### config.mk
export PLATFORM = sky130hd
export DESIGN_NAME = dcache_mem_bridge_flat
export DESIGN_NICKNAME = d
export VERILOG_FILES = /design/src/rtl/dcache_pkg.sv /design/src/rtl/dcache_mem_bridge_if.sv /design/src/rtl/dcache_line_buf.sv /design/src/rtl/dcache_mem_bridge.sv /design/src/flat_wrapper.sv
export SDC_FILE = /design/constraint.sdc
export NUM_CORES = 1
export LEC_CHECK = 0
export BUFFER_PORTS_ARGS = -buffer_cell sky130_fd_sc_hd__buf_2
export CORE_UTILIZATION = 50
export DETAILED_ROUTE_END_ITERATION = 12
export GPL_TIMING_DRIVEN = 0
export MAX_ROUTING_LAYER = met4
export PLACE_DENSITY = 0.79
export RECOVER_POWER = 50
export SLEW_MARGIN = 40
export SYNTH_ARGS = -nofsm -noshare
export SYNTH_HDL_FRONTEND = slang
export SYNTH_SLANG_ARGS = --single-unit
### constraint.sdc
create_clock -name clk -period 4.5 [get_ports clk]
set_input_delay 0.45 -clock clk [delete_from_list [all_inputs] [get_ports clk]]
set_output_delay 0.45 -clock clk [all_outputs]
set_load 0.01 [all_outputs]
### src/rtl/dcache_pkg.sv
// Shared constants, state encoding and helpers
// for the data-cache to memory bridge.
package dcache_pkg;

  localparam int DEF_ADDR_W     = 32;
  localparam int DEF_DATA_W     = 32;
  localparam int DEF_LINE_WORDS = 4;
  localparam int DEF_WORD_BYTES = DEF_DATA_W / 8;
  localparam int DEF_WORD_OFF   = $clog2(DEF_WORD_BYTES);

  typedef enum logic [1:0] {
    ST_IDLE  = 2'd0,
    ST_WRITE = 2'd1,
    ST_READ  = 2'd2,
    ST_DONE  = 2'd3
  } state_e;

  function automatic int line_off_bits(
    input int words,
    input int word_bytes
  );
    return $clog2(words) + $clog2(word_bytes);
  endfunction

endpackage

### src/rtl/dcache_mem_bridge_if.sv
// Cache-side line request and memory-side
// word bus seen by the bridge.
interface dcache_mem_bridge_if #(
  parameter int ADDR_W     = 32,
  parameter int DATA_W     = 32,
  parameter int LINE_WORDS = 4
);

  logic                         mem_r;
  logic                         mem_w;
  logic [ADDR_W-1:0]            mem_addr;
  logic [LINE_WORDS*DATA_W-1:0] mem_wdata;
  logic [LINE_WORDS*DATA_W-1:0] mem_rdata;
  logic                         mem_ready;
  logic                         bus_req;
  logic                         bus_we;
  logic [ADDR_W-1:0]            bus_addr;
  logic [DATA_W-1:0]            bus_wdata;
  logic                         bus_ack;
  logic [DATA_W-1:0]            bus_rdata;

  modport slave (
    input  mem_r, mem_w, mem_addr, mem_wdata,
    output mem_rdata, mem_ready,
    output bus_req, bus_we, bus_addr, bus_wdata,
    input  bus_ack, bus_rdata
  );

  modport master (
    output mem_r, mem_w, mem_addr, mem_wdata,
    input  mem_rdata, mem_ready,
    input  bus_req, bus_we, bus_addr, bus_wdata,
    output bus_ack, bus_rdata
  );

endinterface

### src/rtl/dcache_line_buf.sv
// One cache line of word registers with
// per-word write enables and a flat output.
module dcache_line_buf #(
  parameter int DATA_W     = 32,
  parameter int LINE_WORDS = 4
) (
  input  logic                         clk,
  input  logic                         rst,
  input  logic [LINE_WORDS-1:0]        we,
  input  logic [LINE_WORDS*DATA_W-1:0] wdata,
  output logic [LINE_WORDS*DATA_W-1:0] line
);

  logic [LINE_WORDS*DATA_W-1:0] line_q;
  logic [LINE_WORDS*DATA_W-1:0] line_d;

  always_comb begin
    line_d = line_q;
    for (int i = 0; i < LINE_WORDS; i++) begin
      if (we[i]) begin
        line_d[i*DATA_W +: DATA_W] =
          wdata[i*DATA_W +: DATA_W];
      end
    end
  end

  always_ff @(posedge clk or negedge rst) begin
    if (!rst) begin
      line_q <= '0;
    end else begin
      line_q <= line_d;
    end
  end

  assign line = line_q;

endmodule

### src/rtl/dcache_mem_bridge.sv
// Splits line read / write-back requests into
// LINE_WORDS single-word req/ack bus beats.
module dcache_mem_bridge
  import dcache_pkg::*;
#(
  parameter int ADDR_W     = DEF_ADDR_W,
  parameter int DATA_W     = DEF_DATA_W,
  parameter int LINE_WORDS = DEF_LINE_WORDS
) (
  input logic                clk,
  input logic                rst,
  dcache_mem_bridge_if.slave io
);

  localparam int CNT_W  = $clog2(LINE_WORDS);
  localparam int WB_SH  = $clog2(DATA_W / 8);
  localparam int OFF_W  =
    line_off_bits(LINE_WORDS, DATA_W / 8);
  localparam int LINE_W = LINE_WORDS * DATA_W;

  state_e            state_q, state_d;
  logic [CNT_W-1:0]  beat_q, beat_d;
  logic [ADDR_W-1:0] base_q, base_d;

  logic [ADDR_W-1:0]     off_mask;
  logic [ADDR_W-1:0]     aligned;
  logic [LINE_WORDS-1:0] wlat_we;
  logic [LINE_WORDS-1:0] rbuf_we;
  logic [LINE_W-1:0]     wline;
  logic [LINE_W-1:0]     rline;
  logic                  busy;

  assign off_mask = ADDR_W'((1 << OFF_W) - 1);
  assign aligned  = io.mem_addr & ~off_mask;

  always_comb begin
    state_d = state_q;
    beat_d  = beat_q;
    base_d  = base_q;
    wlat_we = '0;
    rbuf_we = '0;
    unique case (state_q)
      ST_IDLE: begin
        if (io.mem_w) begin
          base_d  = aligned;
          beat_d  = '0;
          wlat_we = '1;
          state_d = ST_WRITE;
        end else if (io.mem_r) begin
          base_d  = aligned;
          beat_d  = '0;
          state_d = ST_READ;
        end
      end
      ST_WRITE, ST_READ: begin
        if (io.bus_ack) begin
          if (state_q == ST_READ) begin
            rbuf_we[beat_q] = 1'b1;
          end
          if (beat_q == CNT_W'(LINE_WORDS - 1)) begin
            state_d = ST_DONE;
          end else begin
            beat_d = beat_q + CNT_W'(1);
          end
        end
      end
      ST_DONE: state_d = ST_IDLE;
      default: state_d = ST_IDLE;
    endcase
  end

  always_ff @(posedge clk or negedge rst) begin
    if (!rst) begin
      state_q <= ST_IDLE;
      beat_q  <= '0;
      base_q  <= '0;
    end else begin
      state_q <= state_d;
      beat_q  <= beat_d;
      base_q  <= base_d;
    end
  end

  dcache_line_buf #(
    .DATA_W     (DATA_W),
    .LINE_WORDS (LINE_WORDS)
  ) u_wlat (
    .clk   (clk),
    .rst   (rst),
    .we    (wlat_we),
    .wdata (io.mem_wdata),
    .line  (wline)
  );

  // every word slot sees the bus word; the
  // beat's enable picks the one that lands
  dcache_line_buf #(
    .DATA_W     (DATA_W),
    .LINE_WORDS (LINE_WORDS)
  ) u_rbuf (
    .clk   (clk),
    .rst   (rst),
    .we    (rbuf_we),
    .wdata ({LINE_WORDS{io.bus_rdata}}),
    .line  (rline)
  );

  assign busy = (state_q == ST_WRITE)
             || (state_q == ST_READ);

  assign io.bus_req   = busy;
  assign io.bus_we    = (state_q == ST_WRITE);
  assign io.bus_addr  = busy
    ? base_q + (ADDR_W'(beat_q) << WB_SH) : '0;
  assign io.bus_wdata = busy
    ? wline[beat_q*DATA_W +: DATA_W] : '0;
  assign io.mem_ready = (state_q == ST_DONE);
  assign io.mem_rdata = rline;

endmodule

### src/flat_wrapper.sv
// flat-port wrapper written by rule: the top's interface ports become plain ports
module dcache_mem_bridge_flat import dcache_pkg::*;
#(
  parameter int ADDR_W     = DEF_ADDR_W,
  parameter int DATA_W     = DEF_DATA_W,
  parameter int LINE_WORDS = DEF_LINE_WORDS
)
  (clk, rst, io_mem_r, io_mem_w, io_mem_addr, io_mem_wdata, io_mem_rdata, io_mem_ready, io_bus_req, io_bus_we, io_bus_addr, io_bus_wdata, io_bus_ack, io_bus_rdata);
  dcache_mem_bridge_if #(.ADDR_W(ADDR_W), .DATA_W(DATA_W), .LINE_WORDS(LINE_WORDS)) io_i ();
  input logic clk;
  input logic rst;
  input wire logic [$bits(io_i.mem_r)-1:0] io_mem_r;
  input wire logic [$bits(io_i.mem_w)-1:0] io_mem_w;
  input wire logic [$bits(io_i.mem_addr)-1:0] io_mem_addr;
  input wire logic [$bits(io_i.mem_wdata)-1:0] io_mem_wdata;
  output wire logic [$bits(io_i.mem_rdata)-1:0] io_mem_rdata;
  output wire logic [$bits(io_i.mem_ready)-1:0] io_mem_ready;
  output wire logic [$bits(io_i.bus_req)-1:0] io_bus_req;
  output wire logic [$bits(io_i.bus_we)-1:0] io_bus_we;
  output wire logic [$bits(io_i.bus_addr)-1:0] io_bus_addr;
  output wire logic [$bits(io_i.bus_wdata)-1:0] io_bus_wdata;
  input wire logic [$bits(io_i.bus_ack)-1:0] io_bus_ack;
  input wire logic [$bits(io_i.bus_rdata)-1:0] io_bus_rdata;
  assign io_i.mem_r = io_mem_r;
  assign io_i.mem_w = io_mem_w;
  assign io_i.mem_addr = io_mem_addr;
  assign io_i.mem_wdata = io_mem_wdata;
  assign io_mem_rdata = io_i.mem_rdata;
  assign io_mem_ready = io_i.mem_ready;
  assign io_bus_req = io_i.bus_req;
  assign io_bus_we = io_i.bus_we;
  assign io_bus_addr = io_i.bus_addr;
  assign io_bus_wdata = io_i.bus_wdata;
  assign io_i.bus_ack = io_bus_ack;
  assign io_i.bus_rdata = io_bus_rdata;
  dcache_mem_bridge #(.ADDR_W(ADDR_W), .DATA_W(DATA_W), .LINE_WORDS(LINE_WORDS)) u_core (.clk(clk), .rst(rst), .io(io_i));
endmodule
==> results of run 1 <==
[cells in the mapped netlist]
master / n / area (um^2)
sky130_fd_sc_hd__o21ai_2: 1 / 8.76
sky130_fd_sc_hd__a21oi_1: 2 / 10.0
sky130_fd_sc_hd__inv_1: 4 / 15.0
sky130_fd_sc_hd__nand2b_1: 1 / 6.26
sky130_fd_sc_hd__nand2_2: 4 / 25.0
sky130_fd_sc_hd__o21ai_0: 2 / 10.0
sky130_fd_sc_hd__ha_1: 9 / 113
sky130_fd_sc_hd__nand3_1: 2 / 10.0
sky130_fd_sc_hd__nor3b_1: 1 / 7.51
sky130_fd_sc_hd__mux4_1: 19 / 499
sky130_fd_sc_hd__or3_1: 1 / 6.26
sky130_fd_sc_hd__and2_1: 62 / 388
sky130_fd_sc_hd__mux4_2: 13 / 293
sky130_fd_sc_hd__or4b_1: 1 / 10.0
sky130_fd_sc_hd__buf_4: 7 / 52.6
sky130_fd_sc_hd__nor2_1: 1 / 3.75
sky130_fd_sc_hd__mux2_1: 7 / 78.8
sky130_fd_sc_hd__clkbuf_1: 8 / 30.0
sky130_fd_sc_hd__buf_6: 2 / 22.5
sky130_fd_sc_hd__conb_1: 1 / 3.75
sky130_fd_sc_hd__mux2_2: 278 / 3130
sky130_fd_sc_hd__and3_2: 1 / 7.51
sky130_fd_sc_hd__dfrtp_1: 288 / 7210
sky130_fd_sc_hd__nand2_1: 5 / 18.8
sky130_fd_sc_hd__mux2i_1: 2 / 20.0
sky130_fd_sc_hd__buf_12: 2 / 40.0
sky130_fd_sc_hd__buf_2: 26 / 130
[cells by family after synthesis]
| logic type | share of synthesized area [%] |
|---|---|
| muxes | 33.1 |
| DFF | 59.3 |
| and+or+nand+nor | 3.98 |
| buffers and inverters | 2.39 |
| adders and majority gates | 0.927 |
| AOI/OAI and AO/OA | 0.237 |
| other | 0.0309 |
[layout make-up]
type                            instances  share of cell area, %
Tap cell                              319                   2.59
Multi-Input combinational cell        414                   30.2
Buffer                                 45                   1.79
Inverter                                4                 0.0974
Clock buffer                           46                   5.98
Sequential cell                       288                   46.7
Antenna cell                            7                  0.114
Clock inverter                          8                  0.463
Timing Repair Buffer                  390                   12.1
[per-layer routing]
layer	vias up	wire [um]	share of wire, %
met2	290	15700	51
met3	63	2410	7.8
met4	0	822	2.7
met1	3990	11800	38
li1	3549	-	-
met5	-	0	0
[power groups by stage]
stage               sequential [mW]  clock, mW  combinational [mW]
floorplan                      4.66          0                2.92
global placement               4.46          0                4.97
detailed placement             4.56          0                5.10
CTS                            4.52       2.51                5.14
global route                   4.69       2.61                5.37
finish                         4.54       2.45                4.93
[through the flow]
step / hold slack, ps / setup slack (ps) / util, %
5_1_grt: 110 / 887 / 65.1
3_3_place_gp: 469 / -2380 / 61.1
4_1_cts: 107 / 1030 / 65.9
6_report: 130 / 1110 / 65.1
2_1_floorplan: 154 / 2580 / -
3_5_place_dp: 304 / 1680 / 61.6
[flip-flops by register name, indices dropped and copies added, names as in the netlist]
signal / cells
u_core.state_q: 2
u_core.beat_q: 2
u_core.base_q: 28
u_core.u_wlat.line: 128
u_core.u_rbuf.line: 128
[critical path, stage by stage (launching register included)]
cell and delay (ps):
sky130_fd_sc_hd__dfrtp_1 390, sky130_fd_sc_hd__inv_1 110, sky130_fd_sc_hd__ha_1 390, sky130_fd_sc_hd__clkbuf_1 480
sky130_fd_sc_hd__clkbuf_1 590, sky130_fd_sc_hd__and2_1 270, sky130_fd_sc_hd__buf_2 160
[path summary, 6_finish.rpt]
kind                            cells after the start                       to                    from
worst max-delay path                                6          io_bus_wdata[4]       u_core.state_q[0]
worst min-delay path                                2   u_core.u_wlat.line[35]        io_mem_wdata[35]
worst max register to register                      7   u_core.u_rbuf.line[52]        u_core.beat_q[1]
worst min register to register                      1   u_core.u_rbuf.line[57]  u_core.u_rbuf.line[57]
max in group asynchronous                           3  u_core.u_rbuf.line[125]                     rst
min in group asynchronous                           2   u_core.u_wlat.line[68]                     rst
==> flow_summary.rst, run 1 <==
.. list-table::
   :header-rows: 1

   * - Metric
     - Value
   * - Status
     - finished, violations left
   * - Failing checks
     - capacitance limit, slew limit
   * - Worst setup path category
     - reg2out
   * - Number of synthesized register bits
     - approximately 290
   * - Ratio of routed vias to standard cells
     - 5.19
   * - Syn Inst Count
     - 750
   * - Most common cell after layout, fill and taps aside
     - sky130_fd_sc_hd__buf_2
   * - Number of I/O pins
     - roughly 390
   * - Total of hold buffers inserted after clock tree synthesis
     - 1
   * - Count of vias placed by the detailed router
     - a little under 8000
   * - Total chip power
     - 11.9 mW
   * - Shortest period the worst path allows
     - around 3400 ps
   * - RSZ-0062 raised after global routing
     - false
   * - Maximum number of pins on one net before global-route repair
     - 75
   * - First-pass detailed-route iteration total
     - 4
   * - Number of non-filler instances in the completed layout
     - ~1500
   * - Count of distinct cell types in the synthesized netlist
     - 27
   * - Number of gates given a new drive strength after cts
     - 0
   * - Clock Power Share
     - between 20% and 30%
   * - DP Wirelength
     - between 20000 and 25000 um
   * - Peak supply drop
     - 0.000380 V
   * - Site row count
     - 56
   * - Data required time of the worst path
     - about 4000 ps
   * - Leakage power of the design
     - roughly 7.4 nW
   * - Clock sink total
     - between 200 and 300
   * - GPL Wtd Cong
     - approximately 0.78
   * - Sequential cell area fraction in the yosys report
     - roughly three fifths
   * - Footprint of the multi-input gates
     - 4650 um^2
   * - Commonest cells after routing, fill and taps aside
     - 314 x sky130_fd_sc_hd__buf_2, 288 x sky130_fd_sc_hd__dfrtp_1, 278 x sky130_fd_sc_hd__mux2_2, 111 x sky130_fd_sc_hd__clkbuf_1, 62 x sky130_fd_sc_hd__and2_1
   * - Proportion of layout cells with a drive suffix above 1
     - 56.4%
   * - Clock tree from TritonCTS
     - yes
   * - Worst setup SP type
     - flop
   * - M1 GR Usage
     - roughly 28%
   * - Global-route met2 utilization
     - a little over two fifths
   * - Synth Cell Area
     - between 10000 and 15000 um^2
   * - Y dimension of the die
     - around 160 um
   * - Starting utilization of the core area
     - approximately half
   * - Final count of pins violating max slew
     - 201
   * - Power per unit of standard cell area
     - a little under 800 nW/um^2
   * - Count of endpoints failing hold in the final timing report
     - 0
   * - Setup slack, reg-to-reg
     - ~2000 ps
   * - Final std cell area, no fill
     - 15400 um^2
   * - Sum of negative setup slack
     - 0 ps
   * - Switching share of total power
     - between 30% and 40%
   * - P_int
     - 7.91 mW
   * - Inst Count DP
     - between 1000 and 1500
   * - Class of the tightest hold or removal check
     - in2reg
   * - Std-Cell Core Area
     - between 20000 and 25000 um^2
   * - Antenna Violating Nets Remaining
     - 0
   * - Buffers inserted during post-CTS setup optimization
     - 0
   * - First-pass GRT wire length
     - approximately 45000 um
   * - Root buffer cell
     - sky130_fd_sc_hd__clkbuf_16
   * - Wire length per cell after detailed routing
     - slightly above 20 um
   * - Antenna violations before repair
     - 6
   * - Arrival time at the worst endpoint
     - 2940 ps
   * - Via count of the first global-routing pass
     - 8250
   * - Combinational fraction of design power
     - between 40 and 50%
   * - Clock latency at the later pin of the worst-skew pair
     - 540 ps
   * - Iter 0 DRT Violations
     - between 200 and 300
   * - Max Fanout on Critical Path
     - 10
   * - Gr ovfl total
     - 0
   * - Area after DPL
     - 14600 um^2
   * - CP endpoint kind
     - primary output
   * - Setup clock skew after layout
     - just over 6 ps
   * - Number of filler instances in the final layout
     - roughly 1900
   * - Maximum operating frequency
     - slightly below 0.3 GHz
   * - GR Util All Layers
     - between 20% and 30%
   * - Layout overhead on the synthesized area
     - 26.9%
   * - Final net count
     - 1380
   * - Total of endpoints with negative setup slack in the final report
     - 0
   * - Average cell area after synthesis
     - roughly 16 um^2
   * - Clock-pin slew of the registers on the worst-case setup and hold paths
     - 60 ps
   * - Slew margin rel.
     - -21.0%
   * - NetSw
     - around 4 mW
   * - Final WL
     - approximately 30000 um
   * - DR DRC count
     - 0
   * - Count of input and output buffers
     - approximately 390
   * - Yosys Warn Count
     - 0
   * - Max Cap Viol
     - 3
   * - H-tree depth
     - 1
   * - Power share of the sequential group
     - a little under two fifths
   * - Final clock period utilization by the worst path
     - between 70% and 80%
   * - Maximum number of buffers from clock root to sink
     - 3
   * - Total die area
     - between 20000 and 25000 um^2
   * - Pin slew with the least headroom to its limit
     - between 1500 and 2000 ps
   * - Most heavily used metal layer in global routing
     - met2
   * - Number of buffers created by CTS
     - 31
   * - Global-route track usage on met3
     - 6.27%
   * - Register area
     - ~7000 um^2
   * - Die span in x
     - between 150 and 200 um
Power figures use the tool's default switching activity.
==> run 2: changes to the inputs <==
--- a/config.mk
+++ b/config.mk
@@ -6,11 +6,11 @@
 export NUM_CORES = 1
 export LEC_CHECK = 0
 export BUFFER_PORTS_ARGS = -buffer_cell sky130_fd_sc_hd__buf_2
-export CORE_UTILIZATION = 50
+export CORE_UTILIZATION = 46
 export DETAILED_ROUTE_END_ITERATION = 12
 export GPL_TIMING_DRIVEN = 0
 export MAX_ROUTING_LAYER = met4
-export PLACE_DENSITY = 0.79
+export PLACE_DENSITY = 0.76
 export RECOVER_POWER = 50
 export SLEW_MARGIN = 40
 export SYNTH_ARGS = -nofsm -noshare
==> constraint.sdc (replaced) <==
create_clock -name clk -period 2.8 [get_ports clk]
set_input_delay 0.28 -clock clk [delete_from_list [all_inputs] [get_ports clk]]
set_output_delay 0.28 -clock clk [all_outputs]
set_load 0.01 [all_outputs]
==> run 2 against run 1 <==
Clock power grew 78%. Final cell count is 13% higher. The flow still finishes with violations (capacitance limit, slew limit). Largest cell class unchanged. Sequential share of layout area decreased by 5.3 points.
==> flow_summary.rst, run 2 (synthesis results as in run 1) <==
.. list-table::
   :header-rows: 1

   * - Metric
     - Value
   * - Status
     - finished, violations left (unchanged)
   * - Failing checks
     - capacitance limit, slew limit (unchanged)
   * - Std-Cell Core Area
     - 26000 um^2 (was 23700 um^2)
   * - Layout overhead on the synthesized area
     - 43.3% (was 26.9%)
   * - Worst setup SP type
     - flop (unchanged)
   * - Root buffer cell
     - sky130_fd_sc_hd__clkbuf_16 (unchanged)
   * - Most heavily used metal layer in global routing
     - met2 (unchanged)
   * - DP Wirelength
     - 22200 um (was 22500 um)
   * - Commonest cells after routing, fill and taps aside
     - 315 x sky130_fd_sc_hd__buf_2, 288 x sky130_fd_sc_hd__dfrtp_1, 278 x sky130_fd_sc_hd__mux2_2, 183 x sky130_fd_sc_hd__dlygate4sd3_1, 99 x sky130_fd_sc_hd__clkbuf_1 (was 314 x sky130_fd_sc_hd__buf_2, 288 x sky130_fd_sc_hd__dfrtp_1, 278 x sky130_fd_sc_hd__mux2_2, 111 x sky130_fd_sc_hd__clkbuf_1, 62 x sky130_fd_sc_hd__and2_1)
   * - P_int
     - 13.2 mW (was 7.91 mW)
   * - Power share of the sequential group
     - 36.6% (was 38.1%)
   * - Total die area
     - 27100 um^2 (was 24900 um^2)
   * - Site row count
     - 59 (was 56)
   * - Setup clock skew after layout
     - 9.77 ps (was 6.11 ps)
   * - Cell chain of the critical path
     - inv_1 > ha_1 > buf_2 > clkbuf_2 > and2_1 > buf_2 (was inv_1 > ha_1 > clkbuf_1 > clkbuf_1 > and2_1 > buf_2)
   * - Data required time of the worst path
     - 2520 ps (was 4050 ps)
   * - Cell type group with the largest total delay on the critical path
     - buffers and inverters (unchanged)
   * - Number of I/O pins
     - 392 (unchanged)
   * - RSZ-0062 raised after global routing
     - false (unchanged)
   * - Crit. path cell count
     - 6 (unchanged)
   * - Antenna Violating Nets Remaining
     - 0 (unchanged)
   * - Max Fanout on Critical Path
     - 10 (unchanged)
   * - Clock latency at the later pin of the worst-skew pair
     - 560 ps (was 540 ps)
   * - Proportion of layout cells with a drive suffix above 1
     - 49.9% (was 56.4%)
   * - Number of buffers and inverters on the critical path
     - 4 (unchanged)
   * - Global-route track usage on met3
     - 5.52% (was 6.27%)
   * - Buffers inserted during post-CTS setup optimization
     - 0 (unchanged)
   * - Depth of the worst hold-timing path
     - 2 (unchanged)
   * - Global-route met2 utilization
     - 47.1% (was 43.4%)
   * - Power per unit of standard cell area
     - 1150 nW/um^2 (was 773 nW/um^2)
   * - Clock sink total
     - 288 (unchanged)
   * - Wire length per cell after detailed routing
     - 20.5 um (was 20.2 um)
   * - Count of input and output buffers
     - 385 (unchanged)
   * - Arrival time at the worst endpoint
     - 2410 ps (was 2940 ps)
   * - Worst-path cell with the longest stage delay
     - sky130_fd_sc_hd__ha_1 (was sky130_fd_sc_hd__clkbuf_1)
   * - Final WL
     - 35200 um (was 30700 um)
   * - NetSw
     - 6.83 mW (was 4.01 mW)
   * - Gr ovfl total
     - 0 (unchanged)
   * - Antenna violations before repair
     - 3 (was 6)
   * - Largest stage delay on the critical path
     - 410 ps (was 590 ps)
   * - Shortest period the worst path allows
     - 2690 ps
   * - Maximum number of pins on one net before global-route repair
     - 77 (was 75)
   * - Iter 0 DRT Violations
     - 493 (was 293)
   * - Y dimension of the die
     - 165 um (was 158 um)
   * - DR DRC count
     - 0 (unchanged)
   * - Ratio of routed vias to standard cells
     - 5.07 (was 5.19)
   * - H-tree depth
     - 1 (unchanged)
   * - First-pass GRT wire length
     - 52500 um (was 45300 um)
   * - Final net count
     - 1562 (was 1380)
   * - Clock-pin slew of the registers on the worst-case setup and hold paths
     - 60 ps (about the same)
   * - Via count of the first global-routing pass
     - 9689 (was 8250)
   * - Number of buffers created by CTS
     - 31 (unchanged)
   * - Pin slew with the least headroom to its limit
     - 1620 ps (was 1810 ps)
   * - First-pass detailed-route iteration total
     - 4 (unchanged)
   * - Slew margin rel.
     - -7.80% (was -21.0%)
   * - Leakage power of the design
     - 8.24 nW (was 7.38 nW)
   * - Most common cell after layout, fill and taps aside
     - sky130_fd_sc_hd__buf_2 (unchanged)
   * - CP most frequent cell
     - sky130_fd_sc_hd__buf_2 (was sky130_fd_sc_hd__clkbuf_1)
   * - M1 GR Usage
     - 28.5% (was 28.3%)
   * - Count of endpoints failing hold in the final timing report
     - 0 (unchanged)
   * - CP endpoint kind
     - primary output (unchanged)
   * - Max Cap Viol
     - 1 (was 3)
   * - Count of vias placed by the detailed router
     - 8710 (was 7892)
   * - GR Util All Layers
     - 26.2% (was 25.0%)
   * - Number of non-filler instances in the completed layout
     - 1718 (was 1521)
   * - Total chip power
     - 20.1 mW (was 11.9 mW)
   * - Maximum operating frequency
     - ~0.37 GHz
   * - Final count of pins violating max slew
     - 24 (was 201)
   * - Worst reg2reg path depth
     - 7 (unchanged)
   * - Combinational fraction of design power
     - 41.7% (was 41.4%)
   * - Final clock period utilization by the worst path
     - 96.2%
   * - Worst setup path category
     - reg2out (unchanged)
   * - Total of endpoints with negative setup slack in the final report
     - 0 (unchanged)
   * - Switching share of total power
     - 34.1% (was 33.6%)
   * - Clock Power Share
     - 21.8% (was 20.6%)
   * - Maximum number of buffers from clock root to sink
     - 3 (unchanged)
   * - Peak supply drop
     - 0.000824 V (was 0.000380 V)
   * - Die span in x
     - 165 um (was 158 um)
   * - GPL Wtd Cong
     - 0.807 (was 0.782)
   * - Clock tree from TritonCTS
     - yes (unchanged)
   * - Class of the tightest hold or removal check
     - in2reg (unchanged)
   * - Inst Count DP
     - 1475 (was 1459)
   * - Starting utilization of the core area
     - 46.7% (was 51.3%)
run 2: path summary, 6_finish.rpt:
| check | from | to | slack, ps |
|---|---|---|---|
| setup / recovery | u_core.state_q[0] | io_bus_wdata[14] | 110 |
| hold / removal | io_bus_rdata[23] | u_core.u_rbuf.line[119] | 20 |
| setup reg to reg | u_core.beat_q[1] | u_core.u_rbuf.line[34] | 520 |
| hold reg to reg | u_core.u_rbuf.line[62] | u_core.u_rbuf.line[62] | 490 |
| max in group asynchronous | rst | u_core.base_q[18] | 420 |
| min in group asynchronous | rst | u_core.u_wlat.line[73] | 700 |
run 2: routing by layer:
metal / part of all wire [%] / wire, um
met1: 38 / 13500
met4: 3.3 / 1170
met3: 7.0 / 2460
met5: 0 / 0
met2: 51 / 18100
run 2: final cells by class:
class,instances,area [um^2]
fillers,1830,8580
flip-flops and latches,288,7210
multi-input cells,414,4650
repair buffers,572,3710
clock buffers,42,907
well taps,335,419
plain buffers,45,288
clock inverters,15,189
inverters,4,15.0
diodes,3,7.51
run 2: per-stage QoR:
step                      hold slack [ps]  setup slack (ps)   TNS, ps  instance area, um^2  util, %
after floorplan                     -15.6               975         0                12200        -
after global placement                468             -3870  -1107450                14500     55.8
after detailed placement              141               221         0                14600     56.3
after CTS                            1.43              67.4         0                17600     67.5
after global routing                 1.69              10.5         0                17400     67.0
final                                21.7               107         0                17400     67.0
run 2: power by group through the flow:
stage / clock (mW) / combinational (mW) / sequential, mW
CTS: 4.42 / 8.47 / 7.21
finish: 4.36 / 8.36 / 7.33
global placement: 0 / 7.99 / 7.16
global route: 4.60 / 9.02 / 7.56
detailed placement: 0 / 8.19 / 7.26
floorplan: 0 / 4.69 / 7.49
run 2: timing repair:
item,4_1_cts,5_1_grt
hold buffers,183,0
resized for setup,6,7
endpoints found under the setup margin,60,31
endpoints found under the hold margin,422,0
==> run 3: changes to the inputs <==
--- a/config.mk
+++ b/config.mk
@@ -11,8 +11,8 @@
 export GPL_TIMING_DRIVEN = 0
 export MAX_ROUTING_LAYER = met4
 export PLACE_DENSITY = 0.76
-export RECOVER_POWER = 50
 export SLEW_MARGIN = 40
 export SYNTH_ARGS = -nofsm -noshare
 export SYNTH_HDL_FRONTEND = slang
 export SYNTH_SLANG_ARGS = --single-unit
+export TNS_END_PERCENT = 10
==> run 3 against run 2 <==
The run now ends clean. Sequential share of layout area fell by 0.38 points. Critical path depth did not move. Final cell count stayed put. Sequential power about the same. Maximum frequency up 0.17%. Total power grew 0.75%. Via count rose by 0.20%. Clock skew hardly changed. Global-route usage unchanged. Critical path type unchanged. Critical endpoint is now io_bus_addr[27]. Largest cell class unchanged. Highest routed layer unchanged.
==> flow_summary.rst, run 3 (synthesis results as in run 1) <==
.. list-table::
   :header-rows: 1

   * - Metric
     - Value
   * - Ratio of routed vias to standard cells
     - 5.08 (was 5.07)
   * - Clock sink total
     - 288 (unchanged)
   * - Commonest cells after routing, fill and taps aside
     - 411 x sky130_fd_sc_hd__buf_2, 288 x sky130_fd_sc_hd__dfrtp_1, 278 x sky130_fd_sc_hd__mux2_2, 183 x sky130_fd_sc_hd__dlygate4sd3_1, 62 x sky130_fd_sc_hd__and2_1 (was 315 x sky130_fd_sc_hd__buf_2, 288 x sky130_fd_sc_hd__dfrtp_1, 278 x sky130_fd_sc_hd__mux2_2, 183 x sky130_fd_sc_hd__dlygate4sd3_1, 99 x sky130_fd_sc_hd__clkbuf_1)
   * - Setup crit start
     - u_core.state_q[0] (unchanged)
   * - Y dimension of the die
     - 165 um (unchanged)
   * - Count of vias placed by the detailed router
     - 8727 (was 8710)
   * - Proportion of layout cells with a drive suffix above 1
     - 56.9% (was 49.9%)
   * - DP Wirelength
     - 22200 um (unchanged)
   * - NetSw
     - 6.80 mW (was 6.83 mW)
   * - First-pass GRT wire length
     - 52500 um (unchanged)
   * - Final design utilization
     - 67.6% (was 67.0%)
   * - Clock tree from TritonCTS
     - yes (unchanged)
   * - Total of endpoints with negative setup slack in the final report
     - 0 (unchanged)
   * - Worst setup path category
     - reg2out (unchanged)
   * - GPL Wtd Cong
     - 0.807 (unchanged)
   * - Switching share of total power
     - 33.7% (was 34.1%)
   * - Antenna Violating Nets Remaining
     - 0 (unchanged)
   * - GR Util All Layers
     - 26.2% (unchanged)
   * - Final std cell area, no fill
     - 17600 um^2 (was 17400 um^2)
   * - Most common cell after layout, fill and taps aside
     - sky130_fd_sc_hd__buf_2 (unchanged)
   * - Class of the tightest hold or removal check
     - in2reg (unchanged)
   * - H-tree depth
     - 1 (unchanged)
   * - Gr ovfl total
     - 0 (unchanged)
   * - Maximum number of pins on one net before global-route repair
     - 77 (unchanged)
   * - Layout overhead on the synthesized area
     - 44.6% (was 43.3%)
   * - Site row count
     - 59 (unchanged)
   * - Pin slew with the least headroom to its limit
     - 544 ps (was 1620 ps)
   * - Pre-CTS WS
     - 221 ps (unchanged)
   * - Met3 wire length
     - 2520 um (was 2460 um)
   * - Number of I/O pins
     - 392 (unchanged)
   * - DR DRC count
     - 0 (unchanged)
   * - Clock-pin slew of the registers on the worst-case setup and hold paths
     - 60 ps (about the same)
   * - Die span in x
     - 165 um (unchanged)
   * - First-pass detailed-route iteration total
     - 4 (unchanged)
   * - Count of endpoints failing hold in the final timing report
     - 0 (unchanged)
   * - Worst setup SP type
     - flop (unchanged)
   * - Final WL
     - 35100 um (was 35200 um)
   * - Clock Power Share
     - 21.6% (was 21.8%)
   * - Final count of pins violating max slew
     - 0 (was 24)
   * - Number of buffers created by CTS
     - 31 (unchanged)
   * - Clock latency at the later pin of the worst-skew pair
     - 560 ps (about the same)
   * - Worst Hold Launch
     - io_bus_rdata[23] (unchanged)
   * - Uppermost layer routed
     - met4 (unchanged)
   * - Met1 routed wirelength after detailed routing
     - 13300 um (was 13500 um)
   * - RSZ-0062 raised after global routing
     - true (was false)
   * - Max Cap Viol
     - 0 (was 1)
   * - Status
     - completed (was finished, violations left)
   * - Power per unit of standard cell area
     - 1150 nW/um^2 (about the same)
   * - Routed met2 length
     - 18100 um (about the same)
   * - Launch instance of the worst register-to-register path
     - u_core.beat_q[1] (unchanged)
   * - Peak supply drop
     - 0.000853 V (was 0.000824 V)
   * - CP endpoint kind
     - primary output (unchanged)
   * - Final clock period utilization by the worst path
     - 96.0% (was 96.2%)
   * - Antenna violations before repair
     - 3 (unchanged)
   * - Std-Cell Core Area
     - 26000 um^2 (unchanged)
   * - Leakage power of the design
     - 8.57 nW (was 8.24 nW)
   * - Area after DPL
     - 14600 um^2 (unchanged)
   * - Setup clock skew after layout
     - 9.31 ps (was 9.77 ps)
   * - Data required time of the worst path
     - 2520 ps (about the same)
   * - Post-layout worst setup margin
     - 112 ps (was 107 ps)
   * - P_int
     - 13.4 mW (was 13.2 mW)
   * - Shortest period the worst path allows
     - 2690 ps (about the same)
   * - Maximum operating frequency
     - 0.372 GHz (was 0.371 GHz)
   * - Iter 0 DRT Violations
     - 470 (was 493)
   * - Via count of the first global-routing pass
     - 9689 (unchanged)
   * - Power share of the sequential group
     - 36.2% (was 36.6%)
   * - Wire length per cell after detailed routing
     - 20.4 um (was 20.5 um)
   * - Max Fanout on Critical Path
     - 10 (unchanged)
   * - Root buffer cell
     - sky130_fd_sc_hd__clkbuf_16 (unchanged)
   * - Count of input and output buffers
     - 385 (unchanged)
   * - Total die area
     - 27100 um^2 (unchanged)
   * - Slew margin rel.
     - 63.7% (was -7.80%)
   * - Combinational fraction of design power
     - 42.3% (was 41.7%)
   * - Starting utilization of the core area
     - 46.7% (unchanged)
   * - Arrival time at the worst endpoint
     - 2410 ps (about the same)
   * - Maximum number of buffers from clock root to sink
     - 3 (unchanged)
   * - Final net count
     - 1562 (unchanged)
==> run 3: metrics by stage <==
step                power, mW  instances  setup TNS (ps)  hold WS [ps]
floorplan                12.2        751               0         -15.6
global route             21.3       1718            -100          1.69
CTS                      20.1       1715               0          1.43
detailed placement       15.5       1475               0           141
finish                   20.2       1718               0          22.4
global placement         15.2       1471        -1107450           468
==> run 3: cell type report <==
cell class | count | area [um^2]
fillers | 1758 | 8420
flip-flops and latches | 288 | 7210
multi-input cells | 414 | 4650
repair buffers | 572 | 3880
clock buffers | 42 | 907
well taps | 335 | 419
plain buffers | 45 | 287
clock inverters | 15 | 189
inverters | 4 | 15.0
diodes | 3 | 7.51
==> run 3: timing repair <==
item                                    in CTS  in global routing
hold buffers                               183                  0
hold endpoints to repair                   422                  0
resized for setup                            6                  5
endpoints found under the setup margin      60                 31
buffers inserted                             0                  0
==> run 3: power by group through the flow <==
stage               combinational, mW  clock [mW]  sequential (mW)
floorplan                        4.69           0             7.49
global placement                 7.99           0             7.16
detailed placement               8.19           0             7.26
CTS                              8.47        4.42             7.21
global route                     9.20        4.60             7.53
finish                           8.54        4.35             7.31
==> run 3: per-layer routing <==
layer,up-vias,track usage [%]
met4,0,9.76
met1,4353,28.5
met3,85,5.52
li1,3911,-
met5,-,-
met2,378,47.1
==> run 3: critical path, stage by stage (launching register included) <==
cell and delay (ps):
sky130_fd_sc_hd__dfrtp_1 380, sky130_fd_sc_hd__inv_1 100, sky130_fd_sc_hd__ha_1 410, sky130_fd_sc_hd__buf_2 290, sky130_fd_sc_hd__clkbuf_1 330, sky130_fd_sc_hd__and2_1 200
sky130_fd_sc_hd__buf_2 140
==> run 3: worst paths after layout <==
kind                                                end  slack [ps]  cells after the start
worst max-delay path                    io_bus_addr[27]         110                      6
worst max register to register   u_core.u_rbuf.line[34]         520                      7
max in group asynchronous        u_core.u_wlat.line[28]        1620                      4
worst min register to register   u_core.u_rbuf.line[63]         490                      1
min in group asynchronous        u_core.u_wlat.line[73]         180                      2
worst min-delay path            u_core.u_rbuf.line[119]          20                      2
